--- src/rtl/command_entry_pkg.sv ---
// Shared constants, digit-position codes and FSM states for the command entry path.
// The command word is {address[4:0], command[6:0]}, edited one hex digit at a time.
package command_entry_pkg;

  localparam int ADDR_W = 5;
  localparam int CMD_W  = 7;
  localparam int WORD_W = ADDR_W + CMD_W;

  typedef enum logic [1:0] {
    POS_ADDR_MSB = 2'd0,
    POS_ADDR_LO  = 2'd1,
    POS_CMD_HI   = 2'd2,
    POS_CMD_LO   = 2'd3
  } digit_pos_t;

  typedef enum logic {
    ST_EDIT    = 1'b0,
    ST_PENDING = 1'b1
  } state_t;

  // Digits follow display order; each is truncated to the width of its field.
  function automatic logic [WORD_W-1:0] insert_digit(
    input logic [WORD_W-1:0] word,
    input digit_pos_t        pos,
    input logic [3:0]        digit
  );
    logic [WORD_W-1:0] result;
    result = word;
    case (pos)
      POS_ADDR_MSB: result[WORD_W-1]       = digit[0];
      POS_ADDR_LO:  result[WORD_W-2 -: 4]  = digit;
      POS_CMD_HI:   result[CMD_W-1 -: 3]   = digit[2:0];
      POS_CMD_LO:   result[3:0]            = digit;
      default:      result                 = word;
    endcase
    return result;
  endfunction

endpackage

--- src/rtl/command_entry_button_debounce.sv ---
// Two-flop synchroniser, stability counter and rising-edge detector for one raw button.
// A button held through reset must be released once before it can produce a press.
module button_debounce #(
  parameter int DEBOUNCE_CYCLES = 250000
) (
  input  logic clk,
  input  logic rst,
  input  logic raw,
  output logic level,
  output logic press
);

  localparam int CNT_W = $clog2(DEBOUNCE_CYCLES + 1);
  localparam logic [CNT_W-1:0] CNT_MAX = CNT_W'(DEBOUNCE_CYCLES);

  logic [1:0]       sync;
  logic [1:0]       fill;
  logic             armed;
  logic             level_q;
  logic [CNT_W-1:0] count;

  // The level flips once the counter has seen DEBOUNCE_CYCLES differing samples in a row.
  always_ff @(posedge clk or posedge rst) begin
    if (rst) begin
      sync    <= '0;
      fill    <= '0;
      armed   <= 1'b0;
      level   <= 1'b0;
      level_q <= 1'b0;
      count   <= '0;
    end else begin
      sync    <= {sync[0], raw};
      fill    <= {fill[0], 1'b1};
      level_q <= level;
      if (fill[1] && !sync[1]) begin
        armed <= 1'b1;
      end
      if (count == CNT_MAX) begin
        level <= ~level;
        count <= '0;
      end else if (sync[1] != level) begin
        count <= count + CNT_W'(1);
      end else begin
        count <= '0;
      end
    end
  end

  assign press = level & ~level_q & armed;

endmodule

--- src/rtl/command_entry.sv ---
// Builds the 12-bit command word from switch digits and debounced buttons,
// then offers it to the consumer through a valid/ready handshake.
module command_entry
  import command_entry_pkg::*;
#(
  parameter int DEBOUNCE_CYCLES = 250000
) (
  input  logic              clk,
  input  logic              rst,
  input  logic [3:0]        digit_in,
  input  logic              btn_next_raw,
  input  logic              btn_enter_raw,
  input  logic              btn_clear_raw,
  input  logic              cmd_ready,
  output logic [WORD_W-1:0] cmd_buf,
  output logic              cmd_valid,
  output logic [1:0]        cursor
);

  logic [2:0] unused_levels;
  logic       next_ev;
  logic       enter_ev;
  logic       clear_ev;

  button_debounce #(.DEBOUNCE_CYCLES(DEBOUNCE_CYCLES)) u_next (
    .clk   (clk),
    .rst   (rst),
    .raw   (btn_next_raw),
    .level (unused_levels[0]),
    .press (next_ev)
  );

  button_debounce #(.DEBOUNCE_CYCLES(DEBOUNCE_CYCLES)) u_enter (
    .clk   (clk),
    .rst   (rst),
    .raw   (btn_enter_raw),
    .level (unused_levels[1]),
    .press (enter_ev)
  );

  button_debounce #(.DEBOUNCE_CYCLES(DEBOUNCE_CYCLES)) u_clear (
    .clk   (clk),
    .rst   (rst),
    .raw   (btn_clear_raw),
    .level (unused_levels[2]),
    .press (clear_ev)
  );

  state_t            state;
  state_t            state_next;
  logic [WORD_W-1:0] buf_next;
  logic [1:0]        cursor_next;
  logic              valid_next;

  always_ff @(posedge clk or posedge rst) begin
    if (rst) begin
      state     <= ST_EDIT;
      cmd_buf   <= '0;
      cursor    <= 2'd0;
      cmd_valid <= 1'b0;
    end else begin
      state     <= state_next;
      cmd_buf   <= buf_next;
      cursor    <= cursor_next;
      cmd_valid <= valid_next;
    end
  end

  // Only the strongest event in a cycle acts (clear, then enter, then next);
  // while a command is pending every button event is discarded.
  always_comb begin
    state_next  = state;
    buf_next    = cmd_buf;
    cursor_next = cursor;
    valid_next  = cmd_valid;
    case (state)
      ST_EDIT: begin
        if (clear_ev) begin
          buf_next    = '0;
          cursor_next = 2'd0;
        end else if (enter_ev) begin
          valid_next = 1'b1;
          state_next = ST_PENDING;
        end else if (next_ev) begin
          buf_next    = insert_digit(cmd_buf, digit_pos_t'(cursor), digit_in);
          cursor_next = cursor + 2'd1;
        end
      end
      ST_PENDING: begin
        if (cmd_valid && cmd_ready) begin
          valid_next  = 1'b0;
          cursor_next = 2'd0;
          state_next  = ST_EDIT;
        end
      end
      default: begin
        state_next = ST_EDIT;
      end
    endcase
  end

endmodule

--- config.mk ---
export PLATFORM = sky130hd
export DESIGN_NAME = command_entry
export DESIGN_NICKNAME = d
export VERILOG_FILES = /design/src/rtl/command_entry_pkg.sv /design/src/rtl/command_entry_button_debounce.sv /design/src/rtl/command_entry.sv
export SDC_FILE = /design/constraint.sdc
export NUM_CORES = 1
export LEC_CHECK = 0
export BUFFER_PORTS_ARGS = -buffer_cell sky130_fd_sc_hd__buf_2
export CORE_MARGIN = 3
export CORE_UTILIZATION = 58
export CTS_CLUSTER_SIZE = 12
export DETAILED_ROUTE_END_ITERATION = 6
export PLACE_DENSITY_LB_ADDON = 0.12
export SLEW_MARGIN = 10
export SYNTH_ARGS = -nofsm -noshare
export SYNTH_HDL_FRONTEND = slang
export SYNTH_HIERARCHICAL = 1
export SYNTH_SLANG_ARGS = --single-unit
--- constraint.sdc ---
create_clock -name clk -period 3.72 [get_ports clk]
set_input_delay 0.372 -clock clk [delete_from_list [all_inputs] [get_ports clk]]
set_output_delay 0.372 -clock clk [all_outputs]
set_load 0.005 [all_outputs]
==> run metrics <==
DR WL/cell=approximately 14 µm; first-pass GRT wire length=13.3 mm; Post-CTS Hold Fix Bufs=0; CTS Buf Count=9; FILL cells=between 500 and 600; period utilization=62.1%; I/O Buffers=24; register area share after synthesis=a little over half; vias per inst=between 5 and 6; initial DRC count=130; crit end category=register; die area=roughly 0.0086 mm²; Synth Area in XOR/XNOR=slightly above 9%; worst r2r dst=u_enter/count[7]$_DFF_PP0_; post-synthesis register bit count=approximately 90; Final setup violation count=0; Syn Inst Count=between 400 and 500; setup TNS=0 ns; Crit Path Class=reg -> reg; VDD IR-drop max=0.000248 V; Worst-Margin Slew=about 0.96 ns; status=completed; Top Metal Used=met4; DRC Markers=0; synthesized area=between 0.004 and 0.005 mm²; Clock H-tree levels=3; fmax=around 430 MHz; clock-pin transition on the worst setup and hold timing paths=0.10 ns; layout cells sized above 1=13.2%; Worst EP arrival=2.50 ns; Crit-path slowest cell=o41ai_4; met3 wire length=~160 µm; Worst Skew=around 0.015 ns; I/O pin total=25; met1 WL=3.75 mm; antenna violations before repair=0; Synth Area in Adders=roughly 2.9%; Yosys top cell by area=dfrtp_1; RSZ-0062 raised after global routing=no; number of hold violations in the final report=0; Initial Utilization=62.0%; Synth Area in Simple Gates=between 20% and 30%; drt first pass iters=4; Die Y=92.6 µm; largest net degree at the start of global routing=26; diodes inserted=0; vias in the first global route=3,012; Final Non-Filler Cells=535; Yosys warning count=6; CP required=roughly 4 ns; largest family of logic cells by synthesized area=simple AND/OR/NAND/NOR gates; CP max FO=18; Final min period=around 2.3 ns; Synth top area share=52.3%; Reg2Reg Setup Slack=around 1.4 ns; cell area power density=~360 mW/mm²; Setup Fix Bufs, Post-CTS=0; Mean Syn Cell Area=10.7 µm²; via count=approximately 3,000; Synth cell types=44; startpoint types=register; critical path depth=4; top post-synthesis cells by area=dfrtp_1, xor2_1, xnor2_1; Antenna Nets Post-Route=0; crit-path cells=nor4b_1, nand3b_1, o41ai_4, nor2_1; Slew headroom=a little over a third; Clock Path Buffers=2; total core area=roughly 0.007 mm²; CP delay by family, top=compound AO/OA/AOI/OAI gates; post-synthesis mux area share=less than 1%; PostCTS Resize Cnt=0; syn_nets=~430; Compound-Gate Fraction of Synth Area=under 10%; Rows=30; Crit Reg-Reg Startpoint=u_enter/count[8]$_DFF_PP0_; final layout net count=about 450; leakage=just over 2 nW; Die Wd=slightly above 90 µm; Inst Count DP=around 520; later-pin clock latency in the skew report=0.35 ns; DR WL met2=3.69 mm; GPL Wtd Cong=around 0.81; Root Driver=clkbuf_8; worst-case reg-to-reg path depth=4; GRT Total Usage=19.0%; CTS tree=done; HPWL Detailed=5.47 mm; # Max-Cap Violations=0; area delta synth->final=8.22%; CP Buf/Inv Count=0; TritonCTS sink count=between 90 and 100; Post-Route WL=about 7.7 mm; HP Class=in -> async; Final Max Slew Viols=0; largest stage delay on the critical path=0.94 ns; GR Overflow Total=0
==> Yosys cell counts (all sizes together) <==
| cell | count |
|---|---|
| nand3 | 26 |
| and3b | 5 |
| o21ai | 7 |
| xor2 | 24 |
| or4 | 6 |
| or2 | 3 |
| inv | 32 |
| nand4bb | 3 |
| ha | 10 |
| a32o | 5 |
| xnor2 | 22 |
| mux2i | 2 |
| and4 | 3 |
| or3 | 6 |
| a21o | 3 |
| buf | 7 |
| dfrtp | 91 |
| nand4 | 12 |
| nor4 | 12 |
| and3 | 3 |
| nor3 | 9 |
| nor2b | 1 |
| a21oi | 12 |
| a31o | 1 |
| mux2 | 1 |
| nand2 | 22 |
| a22o | 2 |
| o41ai | 3 |
| conb | 3 |
| o31ai | 6 |
| nand2b | 1 |
| o22ai | 4 |
| nor2 | 49 |
| nor4b | 3 |
| nand3b | 5 |
| o311ai | 2 |
==> flip-flops by register name, summed over array words and instances, names as in the netlist, 2 cells and up <==
name           count
u_clear/fill       2
u_next/sync        2
u_clear/sync       2
u_clear/count     18
u_enter/fill       2
cursor             2
u_next/fill        2
cmd_buf           12
u_next/count      18
u_enter/count     18
u_enter/sync       2
==> worst reg2reg max path: cells and delay by family, from the launching register on <==
family / cells / cell delay, ns
AND/OR/NAND/NOR: 3 / 0.77
flip-flops: 1 / 0.45
AO/OA/AOI/OAI: 1 / 0.94
==> report_power, final <==
| group | switching (mW) | internal (mW) |
|---|---|---|
| Sequential | 0.0146 | 1.00 |
| Combinational | 0.0438 | 0.0189 |
| Clock | 0.352 | 0.267 |
==> cells by family after synthesis <==
logic type / Yosys count
and+or+nand+nor: 169
DFF: 91
xor gates and xnor gates: 46
AOI/OAI and AO/OA: 45
buffers and inverters: 39
adders and majority gates: 10
other: 3
muxes: 3
==> routing by layer <==
metal	track usage, %	vias up
met1	25.3	1487
met3	2.68	9
met4	6.59	0
li1	-	1463
met5	0	-
met2	32.1	35
==> worst max path at each step <==
| stage | start | end | slack (ns) |
|---|---|---|---|
| final | u_enter/count[8]$_DFF_PP0_ | u_enter/count[7]$_DFF_PP0_ | 1.41 |
| after floorplan | u_clear/count[8]$_DFF_PP0_ | u_clear/count[10]$_DFF_PP0_ | 1.96 |
| after global placement | u_clear/count[8]$_DFF_PP0_ | u_clear/count[13]$_DFF_PP0_ | 1.59 |
| after CTS | u_enter/count[8]$_DFF_PP0_ | u_enter/count[2]$_DFF_PP0_ | 1.40 |
| after detailed placement | u_enter/count[8]$_DFF_PP0_ | u_enter/count[7]$_DFF_PP0_ | 1.40 |
| after global routing | u_enter/count[8]$_DFF_PP0_ | u_enter/count[11]$_DFF_PP0_ | 1.14 |
==> cell usage in the layout (no fill, tap or decap), drive strengths merged, types with 4 or more instances in the layout <==
cell,Yosys,layout
a32o,5,5
nor4,12,12
nor2,49,49
xor2,24,24
a21oi,12,12
nand2,22,22
o22ai,4,4
o21ai,7,7
buf,7,24
dfrtp,91,91
clkbuf,0,10
ha,10,10
or3,6,6
nand3,26,26
inv,32,34
nand3b,5,5
xnor2,22,22
and3b,5,5
nor3,9,9
nand4,12,12
o31ai,6,6
or4,6,6
==> final cells by class <==
type	instances	area (µm²)	share of cell area (%)
Sequential cell	91	2280	48.4
Multi-Input combinational cell	276	1890	40.0
Clock buffer	10	138	2.92
Timing Repair Buffer	24	120	2.55
Inverter	32	120	2.55
Tap cell	96	120	2.55
Clock inverter	6	48.8	1.04
==> through the flow <==
| stage | hold WS, ns | setup WS [ns] | util, % | area [µm²] | power, mW |
|---|---|---|---|---|---|
| final | 0.121 | 1.41 | 67.1 | 4710 | 1.70 |
| after global routing | 0.109 | 1.14 | 67.1 | 4710 | 1.77 |
| after CTS | 0.104 | 1.40 | 67.1 | 4710 | 1.72 |
| after detailed placement | 0.335 | 1.40 | 64.4 | 4520 | 1.10 |
| after global placement | 0.332 | 1.59 | 64.4 | 4520 | 1.10 |
| after floorplan | 0.286 | 1.96 | - | 4350 | 1.08 |
(Power assumes the default switching activity.)
